<file path="src/rtl/serial_add_arbiter.sv">
// Round-robin arbiter sharing one bit-serial adder between two requesters.
// Optional subtract mode (Sub0/Sub1 ports) is enabled by defining SERIAL_ARB_SUB_EN.
module serial_add_arbiter #(
  parameter int WIDTH = 4
) (
  input  logic             Clock,
  input  logic             Resetn,
  input  logic             Req0,
  input  logic [WIDTH-1:0] X0,
  input  logic [WIDTH-1:0] Y0,
  input  logic             Req1,
  input  logic [WIDTH-1:0] X1,
  input  logic [WIDTH-1:0] Y1,
`ifdef SERIAL_ARB_SUB_EN
  input  logic             Sub0,
  input  logic             Sub1,
`endif
  output logic             Ack0,
  output logic             Ack1,
  output logic             Busy,
  output logic [WIDTH-1:0] Sum,
  output logic             Cout,
  output logic             V,
  output logic             Owner
);

  localparam int CW = (WIDTH > 2) ? $clog2(WIDTH) : 1;

  typedef enum logic [1:0] {IDLE, SHIFT, DONE} state_t;

  typedef struct packed {
    logic [WIDTH-1:0] x;
    logic [WIDTH-1:0] y;
    logic             sub;
  } req_t;

  state_t           state_q, state_d;
  logic [WIDTH-1:0] a_q, a_d;
  logic [WIDTH-1:0] b_q, b_d;
  logic             c_q, c_d;
  logic [CW-1:0]    cnt_q, cnt_d;
  logic [WIDTH-1:0] sum_q, sum_d;
  logic             cout_q, cout_d;
  logic             v_q, v_d;
  logic             owner_q, owner_d;
  logic             lg_q, lg_d;

  req_t req0, req1, win;
  logic gnt, any_req;
  logic s_bit, c_nxt;
  logic [WIDTH-1:0] a_shift;

  assign req0.x = X0;
  assign req0.y = Y0;
  assign req1.x = X1;
  assign req1.y = Y1;
`ifdef SERIAL_ARB_SUB_EN
  assign req0.sub = Sub0;
  assign req1.sub = Sub1;
`else
  assign req0.sub = 1'b0;
  assign req1.sub = 1'b0;
`endif

  // On a tie the requester not granted last time wins.
  assign any_req = Req0 | Req1;
  assign gnt     = (Req0 & Req1) ? ~lg_q : Req1;
  assign win     = gnt ? req1 : req0;

  assign s_bit   = a_q[0] ^ b_q[0] ^ c_q;
  assign c_nxt   = (a_q[0] & b_q[0]) | (a_q[0] & c_q) | (b_q[0] & c_q);
  assign a_shift = {s_bit, a_q[WIDTH-1:1]};

  always_ff @(negedge Clock) begin
    if (!Resetn) begin
      state_q <= IDLE;
      a_q     <= '0;
      b_q     <= '0;
      c_q     <= 1'b0;
      cnt_q   <= '0;
      sum_q   <= '0;
      cout_q  <= 1'b0;
      v_q     <= 1'b0;
      owner_q <= 1'b0;
      lg_q    <= 1'b1;
    end else begin
      state_q <= state_d;
      a_q     <= a_d;
      b_q     <= b_d;
      c_q     <= c_d;
      cnt_q   <= cnt_d;
      sum_q   <= sum_d;
      cout_q  <= cout_d;
      v_q     <= v_d;
      owner_q <= owner_d;
      lg_q    <= lg_d;
    end
  end

  always_comb begin
    state_d = state_q;
    a_d     = a_q;
    b_d     = b_q;
    c_d     = c_q;
    cnt_d   = cnt_q;
    sum_d   = sum_q;
    cout_d  = cout_q;
    v_d     = v_q;
    owner_d = owner_q;
    lg_d    = lg_q;
    case (state_q)
      IDLE: begin
        if (any_req) begin
          state_d = SHIFT;
          a_d     = win.x;
          // Subtract is X + ~Y + 1: invert B and preset the carry.
          b_d     = win.sub ? ~win.y : win.y;
          c_d     = win.sub;
          cnt_d   = '0;
          owner_d = gnt;
          lg_d    = gnt;
        end
      end
      SHIFT: begin
        a_d   = a_shift;
        b_d   = {1'b0, b_q[WIDTH-1:1]};
        c_d   = c_nxt;
        cnt_d = cnt_q + CW'(1);
        if (cnt_q == CW'(WIDTH - 1)) begin
          state_d = DONE;
          sum_d   = a_shift;
          cout_d  = c_nxt;
          v_d     = c_q ^ c_nxt;
        end
      end
      DONE:    state_d = IDLE;
      default: state_d = IDLE;
    endcase
  end

  assign Ack0  = (state_q == DONE) & ~owner_q;
  assign Ack1  = (state_q == DONE) &  owner_q;
  assign Busy  = (state_q != IDLE);
  assign Sum   = sum_q;
  assign Cout  = cout_q;
  assign V     = v_q;
  assign Owner = owner_q;

endmodule

</file>
<file path="config.mk">
export PLATFORM = sky130hd
export DESIGN_NAME = serial_add_arbiter
export DESIGN_NICKNAME = d
export VERILOG_FILES = /design/src/rtl/serial_add_arbiter.sv
export SDC_FILE = /design/constraint.sdc
export NUM_CORES = 1
export LEC_CHECK = 0
export CORE_ASPECT_RATIO = 0.8
export CORE_MARGIN = 2
export CORE_UTILIZATION = 41
export CTS_BUF_LIST = sky130_fd_sc_hd__clkbuf_4 sky130_fd_sc_hd__clkbuf_8
export DETAILED_ROUTE_END_ITERATION = 8
export GPL_TIMING_DRIVEN = 0
export PLACE_DENSITY_LB_ADDON = 0.08
export SKIP_CTS_REPAIR_TIMING = 1
export SYNTH_ARGS = -nofsm -noshare
export SYNTH_HDL_FRONTEND = slang
export SYNTH_SLANG_ARGS = --single-unit
</file>
<file path="constraint.sdc">
create_clock -name Clock -period 1.8 [get_ports Clock]
set_input_delay 0.36 -clock Clock [delete_from_list [all_inputs] [get_ports Clock]]
set_output_delay 0.36 -clock Clock [all_outputs]
set_load 0.03 [all_outputs]
</file>
==> impl_results.md <==
- Final WS setup: -0.692 ns
- Setup crit start kind: flop
- Die Width: 62.6 um
- YS warnings: 0
- Final hold vios: 0
- Largest family of logic cells by synthesized area: compound AO/OA/AOI/OAI gates
- Pre-antenna DRT Iters: 4
- Layout cells sized above 1: 35.7%
- Core area: 0.00252 mm^2
- Required time of the worst setup path: 1.44 ns
- Syn_nets: 140
- Sink Count: 21
- Post-synthesis mux area share: 11.6%
- Vias per cell: 5.25
- Leakage power: 0.866 nW
- Post-synth ARST share: 0%
- Critical path arrival: 2.13 ns
- Register area: 439 um^2
- TritonCTS clock tree: done
- Rows: 16
- Gpl congestion: 0.789
- Initial Util: 44.6%
- Post-synthesis compound-gate area fraction: 20.9%
- Yosys cell types: 32
- Commonest non-fill, non-tap cell in the layout: inv_1
- Peak supply drop: 526 uV
- Post-route ant nets: 0
- Clock Root Buffer: clkbuf_4
- Mapped Area: 0.00113 mm^2
- Commonest non-fill, non-tap cells in the layout: inv_1 (28), clkdlybuf4s50_1 (16), buf_6 (13)
- H-tree depth: 1
- Top_reg_cell synth: dfxtp_1
- CP Capture Type: primary output
- Total of max-cap violations: 0
- Die area: 0.00318 mm^2
- Max transition margin: 73.3%
- DR iter-0 viols: 45
- Pin count of the biggest net entering global routing: 12
- Global-route usage over all layers: 18.5%
- Dpl ws: -0.948 ns
- Crit Path Category: reg -> out
- Antenna Cells: 0
- Final-stage net count: 205
- Setup TNS: -4.03 ns
- Multi-input gate area: 739 um^2
- Clock Skew: 0.0281 ns
- Failing checks: negative setup slack
- Hold Crit Class: reg -> reg
- R2r worst-path depth: 5
- Clock Path Buffers: 2
- Filler instances: 212
- Post-DP HPWL: 1810 um
- Die Span Y: 50.9 um
- Vias: 1,145
- Seq/Total Area, Yosys: 37.3%
- Post-synth EDFFs: 0
- CTS Buf Count: 3
- Initial antenna violation count: 0
- Clock Latency Late Sink: 0.40 ns
- Actual slew at the worst max-slew pin: 0.399 ns
- Post-Synth XOR/XNOR Area: 0.778%
- Layout area overhead: 63.2%
- Post-route DRC: 0
- Worst-path clk slew: 0.04 ns
- P per Cell Area: 661 mW/mm^2
- Pins Over Slew Limit: 0
- Unrepaired setup endpoints after global routing: true
- Adder-Cell Fraction of Synth Area: 2.89%
- Via count of the first global-routing pass: 1,112
- Avg Inst Size Synth: 9.54 um^2
- Final setup viols: 12
- Hold Crit Depth: 2
- First-pass GRT wire length: 4690 um
- Outcome: finished, violations left
- I/O pin total: 30
- Grt ovf: 0
- CP max FO: 5
- Worst reg2reg setup slack: 0.22 ns
- Post-synthesis cell count: 118
- IO buf count: 29
- Simple-Gate Fraction of Synth Area: 20.8%
- Total Wirelength: 3080 um
- Yosys reg bits: 21
- Routed WL per cell: 14.1 um
## logic make-up (layout without fill, tap and decap cells)
logic type | Yosys count | in the layout
AOI/OAI and AO/OA | 29 | 29
buffers and inverters | 15 | 79
and+or+nand+nor | 37 | 37
xor gates and xnor gates | 1 | 1
muxes | 13 | 13
adders and majority gates | 2 | 2
DFF | 21 | 21
## final cells by class
| class | count | area share [%] |
|---|---|---|
| multi-input combinational | 82 | 40.2 |
| sequential | 21 | 23.9 |
| timing repair buffer | 40 | 21.6 |
| clock inverter | 22 | 4.49 |
| buffer | 7 | 4.49 |
| tap | 36 | 2.45 |
| inverter | 7 | 1.57 |
| clock buffer | 3 | 1.23 |
## cell usage after synthesis (2+ instances only)
master	count	share of area [%]
dfxtp_1	21	37
mux2i_1	13	12
and2_1	7	3.9
clkbuf_1	2	0.67
o211ai_1	4	2.7
a21oi_1	6	2.7
nand2b_1	2	1.1
nor2_1	8	2.7
and3b_1	7	5.4
nor3b_1	2	1.3
a211oi_1	7	4.7
nand2_1	4	1.3
o22ai_2	7	7.8
inv_1	7	2.3
buf_2	4	1.8
## registers in the layout, summed over array words and instances (netlist names)
name,flops
c_q,1
cnt_q,2
a_q,4
state_q,2
Sum,4
Cout,1
b_q,4
V,1
Owner,1
lg_q,1
## metrics by stage
| step | std cells | total power [W] | instance area, um^2 | hold slack [ns] | util, % |
|---|---|---|---|---|---|
| floorplan | 118 | 0.000728 | 1190 | 0.472 | - |
| global placement | 183 | 0.000805 | 1530 | 0.440 | 60.7 |
| detailed placement | 183 | 0.000809 | 1530 | 0.450 | 60.7 |
| CTS | 207 | 0.00116 | 1630 | 0.454 | 64.7 |
| global route | 218 | 0.00130 | 1840 | 0.517 | 72.9 |
| finish | 218 | 0.00122 | 1840 | 0.495 | 72.9 |
## per-layer routing
layer	GRT usage, %	vias up	share of wire, %
met5	0	-	0
met4	8.52	0	1.7
met3	8.15	6	6.7
met2	31.4	38	52
met1	20.4	552	39
li1	-	549	-
## worst max-delay path, cell delays in order, from the launching register on
cell     delay, ns
dfxtp_4       0.36
buf_8         0.13
and3b_2       0.23
buf_6         0.13
## path summary, 6_finish.rpt
path | end | start
hold / removal | Sum[1] | Sum[1]
setup / recovery | Ack1 | state_q[0]
hold reg to reg | Sum[1] | Sum[1]
setup reg to reg | a_q[3] | a_q[0]
## report_power, final
part	internal [W]	total, W	switching (W)
Sequential	0.000491	0.000516	0.0000253
Combinational	0.000155	0.000277	0.000122
Clock	0.000141	0.000422	0.000281
Total	0.000787	0.00122	0.000428
(Power assumes the default switching activity.)
